$ cat config.mk
export PLATFORM = sky130hd
export DESIGN_NAME = control_sequencer
export DESIGN_NICKNAME = d
export VERILOG_FILES = /design/src/rtl/control_sequencer.sv
export SDC_FILE = /design/constraint.sdc
export NUM_CORES = 1
export LEC_CHECK = 0
export CAP_MARGIN = 0
export CORE_ASPECT_RATIO = 1.25
export CORE_MARGIN = 2
export CORE_UTILIZATION = 41
export CTS_CLUSTER_DIAMETER = 200
export DETAILED_ROUTE_END_ITERATION = 8
export PLACE_DENSITY = 0.82
export SETUP_SLACK_MARGIN = 0.2
export SYNTH_ARGS = -nofsm -noshare
export SYNTH_HDL_FRONTEND = slang
export SYNTH_SLANG_ARGS = --single-unit
$ cat constraint.sdc
create_clock -name Clock -period 2.5 [get_ports Clock]
set_input_delay 0.5 -clock Clock [delete_from_list [all_inputs] [get_ports Clock]]
set_output_delay 0.5 -clock Clock [all_outputs]
set_load 0.1 [all_outputs]
$ cat src/rtl/control_sequencer.sv
// control_sequencer: hardwired T-step control unit for the bus-based datapath.
// Fetch runs T0..T2, and the opcode is captured on the T2 edge. Execution then
// walks T3..T7 as far as the opcode needs. All strobes are a Moore decode of
// the present state and the captured opcode.
module control_sequencer (
  input  logic        Clock,
  input  logic        Clear,
  input  logic [31:0] IR,
  input  logic        CON_FF,
  input  logic        Stop,
  output logic        PCout,
  output logic        Zhighout,
  output logic        Zlowout,
  output logic        MDRout,
  output logic        HIout,
  output logic        LOout,
  output logic        InPortout,
  output logic        Cout,
  output logic        BAout,
  output logic        Rout,
  output logic        MARin,
  output logic        Zin,
  output logic        PCin,
  output logic        MDRin,
  output logic        IRin,
  output logic        Yin,
  output logic        HIin,
  output logic        LOin,
  output logic        OutPortin,
  output logic        Rin,
  output logic        CONin,
  output logic        Gra,
  output logic        Grb,
  output logic        Grc,
  output logic        IncPC,
  output logic        Read,
  output logic        Write,
  output logic [4:0]  ALUop,
  output logic        Run
);

  localparam logic [3:0] S_RESET = 4'd0;
  localparam logic [3:0] S_T0    = 4'd1;
  localparam logic [3:0] S_T1    = 4'd2;
  localparam logic [3:0] S_T2    = 4'd3;
  localparam logic [3:0] S_T3    = 4'd4;
  localparam logic [3:0] S_T4    = 4'd5;
  localparam logic [3:0] S_T5    = 4'd6;
  localparam logic [3:0] S_T6    = 4'd7;
  localparam logic [3:0] S_T7    = 4'd8;
  localparam logic [3:0] S_HALT  = 4'd9;

  localparam logic [4:0] OP_LD   = 5'b00000;
  localparam logic [4:0] OP_LDI  = 5'b00001;
  localparam logic [4:0] OP_ST   = 5'b00010;
  localparam logic [4:0] OP_ADD  = 5'b00011;
  localparam logic [4:0] OP_AND  = 5'b00101;
  localparam logic [4:0] OP_OR   = 5'b00110;
  localparam logic [4:0] OP_ROL  = 5'b01011;
  localparam logic [4:0] OP_ADDI = 5'b01100;
  localparam logic [4:0] OP_ANDI = 5'b01101;
  localparam logic [4:0] OP_ORI  = 5'b01110;
  localparam logic [4:0] OP_MUL  = 5'b01111;
  localparam logic [4:0] OP_DIV  = 5'b10000;
  localparam logic [4:0] OP_NEG  = 5'b10001;
  localparam logic [4:0] OP_NOT  = 5'b10010;
  localparam logic [4:0] OP_BR   = 5'b10011;
  localparam logic [4:0] OP_JR   = 5'b10100;
  localparam logic [4:0] OP_IN   = 5'b10110;
  localparam logic [4:0] OP_OUT  = 5'b10111;
  localparam logic [4:0] OP_MFHI = 5'b11000;
  localparam logic [4:0] OP_MFLO = 5'b11001;
  localparam logic [4:0] OP_NOP  = 5'b11010;
  localparam logic [4:0] OP_HALT = 5'b11011;

  logic [3:0] state_q, state_d;
  logic [4:0] op_q, op_d;

  // Only the opcode field is decoded; the operand fields belong to the datapath.
  logic ir_unused;
  assign ir_unused = ^IR[26:0];

  // Final execution step of each instruction. Unlisted opcodes behave as nop,
  // so they end at T2.
  function automatic logic [3:0] last_step(input logic [4:0] op);
    case (op)
      OP_JR, OP_IN, OP_OUT, OP_MFHI, OP_MFLO: last_step = S_T3;
      OP_NEG, OP_NOT:                          last_step = S_T4;
      OP_LDI, OP_ADDI, OP_ANDI, OP_ORI:        last_step = S_T5;
      OP_MUL, OP_DIV, OP_BR:                   last_step = S_T6;
      OP_LD, OP_ST:                            last_step = S_T7;
      default: begin
        if (op >= OP_ADD && op <= OP_ROL) last_step = S_T5;
        else                              last_step = S_T2;
      end
    endcase
  endfunction

  // ALU code used by the immediate forms (addi/andi/ori map to add/and/or).
  function automatic logic [4:0] imm_alu(input logic [4:0] op);
    case (op)
      OP_ANDI: imm_alu = OP_AND;
      OP_ORI:  imm_alu = OP_OR;
      default: imm_alu = OP_ADD;
    endcase
  endfunction

  logic is_alu, is_imm, is_muldiv, is_negnot, is_mem;
  assign is_alu    = (op_q >= OP_ADD) && (op_q <= OP_ROL);
  assign is_imm    = (op_q == OP_ADDI) || (op_q == OP_ANDI) || (op_q == OP_ORI);
  assign is_muldiv = (op_q == OP_MUL) || (op_q == OP_DIV);
  assign is_negnot = (op_q == OP_NEG) || (op_q == OP_NOT);
  assign is_mem    = (op_q == OP_LD) || (op_q == OP_LDI) || (op_q == OP_ST);

  logic [3:0] end_state;
  assign end_state = Stop ? S_HALT : S_T0;

  // Next-state logic. The opcode is captured on the T2 edge, which is also
  // where nop and halt leave the sequence.
  always_comb begin
    state_d = state_q;
    op_d    = op_q;
    case (state_q)
      S_RESET: state_d = S_T0;
      S_T0:    state_d = S_T1;
      S_T1:    state_d = S_T2;
      S_T2: begin
        op_d = IR[31:27];
        if (IR[31:27] == OP_HALT)                state_d = S_HALT;
        else if (last_step(IR[31:27]) == S_T2)   state_d = end_state;
        else                                     state_d = S_T3;
      end
      S_T3, S_T4, S_T5, S_T6, S_T7: begin
        if (state_q == last_step(op_q)) state_d = end_state;
        else                            state_d = state_q + 4'd1;
      end
      S_HALT:  state_d = S_HALT;
      default: state_d = S_RESET;
    endcase
  end

  // State and opcode registers, with a synchronous clear back to Reset.
  always_ff @(posedge Clock) begin
    if (Clear) begin
      state_q <= S_RESET;
      op_q    <= OP_NOP;
    end else begin
      state_q <= state_d;
      op_q    <= op_d;
    end
  end

  // Moore output decode: every strobe defaults low, and each step raises its own.
  always_comb begin
    PCout = 1'b0; Zhighout = 1'b0; Zlowout = 1'b0; MDRout = 1'b0;
    HIout = 1'b0; LOout = 1'b0; InPortout = 1'b0; Cout = 1'b0;
    BAout = 1'b0; Rout = 1'b0;
    MARin = 1'b0; Zin = 1'b0; PCin = 1'b0; MDRin = 1'b0; IRin = 1'b0;
    Yin = 1'b0; HIin = 1'b0; LOin = 1'b0; OutPortin = 1'b0; Rin = 1'b0;
    CONin = 1'b0;
    Gra = 1'b0; Grb = 1'b0; Grc = 1'b0;
    IncPC = 1'b0; Read = 1'b0; Write = 1'b0;
    ALUop = 5'd0;
    Run = (state_q != S_HALT);
    case (state_q)
      S_T0: begin PCout = 1'b1; MARin = 1'b1; IncPC = 1'b1; Zin = 1'b1; end
      S_T1: begin Zlowout = 1'b1; PCin = 1'b1; Read = 1'b1; MDRin = 1'b1; end
      S_T2: begin MDRout = 1'b1; IRin = 1'b1; end
      S_T3: begin
        if (is_alu || is_imm) begin Grb = 1'b1; Rout = 1'b1; Yin = 1'b1; end
        else if (is_muldiv)   begin Gra = 1'b1; Rout = 1'b1; Yin = 1'b1; end
        else if (is_negnot)   begin Grb = 1'b1; Rout = 1'b1; Zin = 1'b1; ALUop = op_q; end
        else if (is_mem)      begin Grb = 1'b1; BAout = 1'b1; Yin = 1'b1; end
        else begin
          case (op_q)
            OP_BR:   begin Gra = 1'b1; Rout = 1'b1; CONin = 1'b1; end
            OP_JR:   begin Gra = 1'b1; Rout = 1'b1; PCin = 1'b1; end
            OP_IN:   begin InPortout = 1'b1; Gra = 1'b1; Rin = 1'b1; end
            OP_OUT:  begin Gra = 1'b1; Rout = 1'b1; OutPortin = 1'b1; end
            OP_MFHI: begin HIout = 1'b1; Gra = 1'b1; Rin = 1'b1; end
            OP_MFLO: begin LOout = 1'b1; Gra = 1'b1; Rin = 1'b1; end
            default: ;
          endcase
        end
      end
      S_T4: begin
        if (is_alu)              begin Grc = 1'b1; Rout = 1'b1; Zin = 1'b1; ALUop = op_q; end
        else if (is_imm)         begin Cout = 1'b1; Zin = 1'b1; ALUop = imm_alu(op_q); end
        else if (is_muldiv)      begin Grb = 1'b1; Rout = 1'b1; Zin = 1'b1; ALUop = op_q; end
        else if (is_negnot)      begin Zlowout = 1'b1; Gra = 1'b1; Rin = 1'b1; end
        else if (is_mem)         begin Cout = 1'b1; Zin = 1'b1; ALUop = OP_ADD; end
        else if (op_q == OP_BR)  begin PCout = 1'b1; Yin = 1'b1; end
      end
      S_T5: begin
        if (is_alu || is_imm || op_q == OP_LDI) begin Zlowout = 1'b1; Gra = 1'b1; Rin = 1'b1; end
        else if (is_muldiv)      begin Zlowout = 1'b1; LOin = 1'b1; end
        else if (is_mem)         begin Zlowout = 1'b1; MARin = 1'b1; end
        else if (op_q == OP_BR)  begin Cout = 1'b1; Zin = 1'b1; ALUop = OP_ADD; end
      end
      S_T6: begin
        if (is_muldiv)           begin Zhighout = 1'b1; HIin = 1'b1; end
        else if (op_q == OP_LD)  begin Read = 1'b1; MDRin = 1'b1; end
        else if (op_q == OP_ST)  begin Gra = 1'b1; Rout = 1'b1; MDRin = 1'b1; end
        else if (op_q == OP_BR && CON_FF) begin Zlowout = 1'b1; PCin = 1'b1; end
      end
      S_T7: begin
        if (op_q == OP_LD)       begin MDRout = 1'b1; Gra = 1'b1; Rin = 1'b1; end
        else if (op_q == OP_ST)  Write = 1'b1;
      end
      default: ;
    endcase
  end

endmodule

==> flow_summary_export.csv, run 1 <==
group,metric,value,unit
clocking,cts.path.max_buffers,2,
synth,synthSimpleGateAreaFrac,36.4,%
floorplanning,rows,23,
status,status,"stopped before the end",
synth,synth_compound_area_share,34.3,%
status,lastStage,"5_1_grt",
global_route,track_usage,76.7,%
synth,synth.avg_cell_area,6.46,sq um
synth,ys_types,50,
synth,synthTopCellsByCount,"25 x nand2_1, 24 x nor2_1, 18 x o21ai_0, 13 x a21oi_1, 13 x nand3_1",
global_route,grt_overflow,92,
synth,synth.top_cell.area_share,13.1,%
clocking,cts_buffers,3,
floorplanning,die_w,55.8,um
clocking,h-tree-depth,1,
floorplanning,start_util,43.0,%
synth,synth_fa_ha_area_share,3.64,%
status,error,"[ERROR GRT-0232] Routing congestion too high. Check the congestion heatmap in the GUI.",
synth,synth-edff-count,0,
synth,seq_area_frac_synth,13.1,%
clocking,cts_hold_buf,0,
sta,worstEpCategory,"top-level output",
global_route,grt_start_max_net_pins,17,
synth,synth_area_leaders,"dfxtp_1 13%, nand2_1 6.8%, o21ai_0 6.6%, nor2_1 6.6%, a21oi_1 4.7%",
place,io_buffers,41,
clocking,clkSinkCount,9,
clocking,cts_root_buffer,"clkbuf_8",
synth,synth_top_cell_by_area,"dfxtp_1",
synth,yosysMostFrequentCell,"nand2_1",
synth,synth_xor_area_share,1.27,%
synth,synth_nets,253,
floorplanning,pin_count,69,
synth,muxShareOfSynthArea,2.18,%
place,hpwlAfterDp,3.98,mm
synth,syn_inst,213,
synth,synth_area,0.00138,sq mm
place,place_worst_setup_slack,0.0596,ns
synth,ys_ff_latch,9,
sta,crit_endpoint,"ALUop[1]",
synth,synth_top_family_by_area,"simple AND/OR/NAND/NOR gates",
synth,ys_warn_count,0,
synth,synthFlopType,"dfxtp_1",
synth,synth-async-reset-ratio,0,%
place,gp_congestion,0.971,
floorplanning,dieHeight,68.8,um
==> metal layers <==
metal	global-route usage [%]	GRT overflow
met1	72.4	1
met2	100	41
met3	48.9	2
met4	99.7	48
met5	10.0	0
==> kinds of logic after synthesis <==
kind of cell | after synthesis
adder cells (fa/ha/maj) | 4
flip-flops | 9
XOR/XNOR | 2
multiplexers | 3
buffers and inverters | 25
AND/OR/NAND/NOR | 100
AO/OA/AOI/OAI | 70
==> per-stage QoR <==
stage               cell area [sq um]  TNS [ns]  utilization, %  std cells  hold WS [ns]
CTS                              2750    -0.157            86.2        319         0.647
detailed placement               2510         0            78.7        307         0.683
global placement                 2510         0            78.7        307         0.664
floorplan                        1650     -2.50               -        213         0.569
==> timing repair <==
item | in CTS
setup buffers | 8
resized for setup | 39
pin swaps | 13
endpoints found under the setup margin | 18
endpoints found under the hold margin | 0
==> run 2: changes to the inputs <==
- CORE_AREA: unset -> 2 2 63 65
- CORE_ASPECT_RATIO: 1.25 -> unset
- CORE_MARGIN: 2 -> unset
- CORE_UTILIZATION: 41 -> unset
- CTS_CLUSTER_DIAMETER: 200 -> unset
- DIE_AREA: unset -> 0 0 65 67
- PLACE_DENSITY: 0.82 -> unset
- PLACE_DENSITY_LB_ADDON: unset -> 0.15
- SETUP_SLACK_MARGIN: 0.2 -> unset
==> flow_summary_export.csv, run 2 <==
group,metric,value,unit
cells_and_area,final_core_util,75.6,%
global_route,track_usage,24.5,%
critical_path,worstSetupEndpointType,"primary output",
cells_and_area,area_delta_synth_final,98.2,%
critical_path,crit_fanout,3,
synth,synth_nets,253,
floorplanning,die_w,65,um
clocking,clkSinkCount,9,
power,ir_worst_vdd,0.513,mV
critical_path,critPathRequiredTime,2.00,ns
place,gp_congestion,0.947,
cells_and_area,mostFrequentLayoutCell,"buf_4",
synth,synthFlopType,"dfxtp_1",
synth,synth_area,0.00138,sq mm
cells_and_area,drive_above_1_share,50.3,%
clocking,cts_buffers,3,
cells_and_area,reg.largest.list,"op_q x5, state_q x4",
floorplanning,coreArea,0.00361,sq mm
sta,tightest_slew,0.374,ns
sta,min_period_over_period,102,%
clocking,h-tree-depth,1,
power,leakagePower,0.00109,uW
sta,hold_violations,0,
clocking,cts_tree,"yes",
synth,ys_warn_count,0,
floorplanning,dieHeight,67,um
clocking,cts_hold_buf,0,
synth,syn_inst,213,
cells_and_area,diodes,0,
synth,synth_top_cell_by_area,"dfxtp_1",
clocking,clkTransAtPathRegs,0.04,ns
synth,yosysMostFrequentCell,"nand2_1",
route,avgViaCountPerCell,5.67,
sta,fin_ws,-0.0605,ns
status,violations,"negative setup slack",
critical_path,critPathKind,"reg -> out",
route,first_pass_iters,4,
synth,synth-edff-count,0,
min_path,hold_class,"reg -> reg",
cells_and_area,regMostFlops,"op_q",
global_route,grt_pass1_wl,8.38,mm
synth,ys_ff_latch,9,
sta,slew_violations,0,
sta,whs,0.510,ns
sta,maxSlewHeadroom,74.8,%
global_route,antenna_found_initial,0,
place,io_buffers,41,
synth,ys_types,50,
sta,skew,0.000414,ns
route,routedWlPerCell,15.2,um
floorplanning,pin_count,69,
clocking,cts.path.max_buffers,2,
synth,synthTopCellsByCount,"25 x nand2_1, 24 x nor2_1, 18 x o21ai_0, 13 x a21oi_1, 13 x nand3_1",
critical_path,arrival,2.06,ns
place,hpwlAfterDp,4.10,mm
place,dp_cells,325,
sta,fmax,0.391,GHz
cells_and_area,fin_nets,327,
synth,synth_area_leaders,"dfxtp_1 13%, nand2_1 6.8%, o21ai_0 6.6%, nor2_1 6.6%, a21oi_1 4.7%",
clocking,cts_root_buffer,"clkbuf_8",
route,routed_wl,5.09,mm
clocking,clkLatencyLatePin,0.23,ns
job,maxCapViolCount,0,
critical_path,startpoint,"state_q[1]",
status,status,"complete, but fails checks",
sta,finalWorstPathRequiredPeriod,2.56,ns
global_route,grt_start_max_net_pins,19,
critical_path,r2r-start,"op_q[0]",
synth,synth.top_cell.area_share,13.1,%
route,drt_iter0_markers,118,
cells_and_area,fin_cells,334,
sta,finalSetupViolations,2,
min_path,hp-start,"op_q[2]",
synth,synth.avg_cell_area,6.46,sq um
floorplanning,rows,22,
cells_and_area,fill_cells,264,
floorplanning,fp.dieArea,0.00436,sq mm
floorplanning,start_util,38.1,%
global_route,grt_overflow,0,
power,pwr_density_cell,635,mW/mm^2
route,num_vias,1895,
route,ant_nets,0,
synth,seq_area_frac_synth,13.1,%
sta,rsz0062_at_grt,"yes",
synth,synth-async-reset-ratio,0,%
cells_and_area,largest_reg_flops,5,
critical_path,critPathLaunchType,"flop",
cells_and_area,final_cell_mix,"43 x buf_4, 32 x buf_12, 21 x nand2_1, 13 x nor2_1, 13 x o21ai_0",
route,drc,0,
global_route,first_global_vias,1754,
==> run 2: what timing repair did <==
item / CTS / global route
resized for setup: 12 / 16
endpoints found under the setup margin: 4 / 10
pin swaps: 5 / 4
hold endpoints to repair: 0 / 0
setup buffers: 3 / 2
==> run 2: metal layers <==
layer	track usage, %	vias up	wire length [um]
met5	0	-	0
met4	8.78	0	112
met3	2.53	13	315
met2	45.2	83	2660
met1	29.2	866	2000
li1	-	933	-
==> run 2: path summary, 6_finish.rpt <==
| path | end | cells after the start | slack [ns] |
|---|---|---|---|
| min | op_q[2] | 2 | 0.51 |
| max reg2reg | state_q[3] | 7 | 0.37 |
| max | ALUop[0] | 9 | -0.06 |
| min reg2reg | op_q[2] | 2 | 0.51 |
==> run 2: final cells by class <==
type	instances	area, sq um	area share (%)
flip-flops and latches	9	186	6.84
inverters	9	37.5	1.38
clock buffers	4	45.0	1.65
repair buffers	85	1080	39.6
well taps	48	60.1	2.20
multi-input cells	179	1320	48.3
==> run 2: critical path, cell delays in order (launching register included) <==
cell and delay, ns:
dfxtp_2 0.33, inv_2 0.06, ha_4 0.16, and3b_2 0.21, nand3_2 0.08, o22ai_1 0.07
a21o_1 0.17, a21o_1 0.19, a221o_4 0.40, buf_12 0.17
==> run 2: cells by family (layout without fill, tap and decap cells) <==
group | after synthesis | count (layout) | synth area share (%)
and+or+nand+nor | 100 | 100 | 36.4
DFF | 9 | 9 | 13.1
AOI/OAI and AO/OA | 70 | 70 | 34.3
adders and majority gates | 4 | 4 | 3.64
xor gates and xnor gates | 2 | 2 | 1.27
muxes | 3 | 3 | 2.18
buffers and inverters | 25 | 98 | 9.10
==> run 2: power breakdown <==
part           leakage (uW)  total, uW  internal (uW)  switching (uW)
logic              0.000999       1370            526             848
registers         0.0000734        191            170            20.6
clock network     0.0000228        164            111            53.6
==> run 2: through the flow <==
stage	power, uW	setup TNS, ns	area [sq um]	setup slack [ns]
after global routing	1810	-0.200	2730	-0.106
after floorplan	1020	-1.60	1600	-0.396
after CTS	1700	-0.138	2660	-0.0940
after detailed placement	1490	0	2550	0.0425
final	1730	-0.109	2730	-0.0605
after global placement	1490	0	2550	0.0713
Note: power is estimated with default switching activity, not from simulation.
==> run 3: changes to the inputs <==
- HOLD_SLACK_MARGIN: unset -> 0.08
==> results of run 3 <==
Final layout, timing and power as in run 2 (identical DEF).
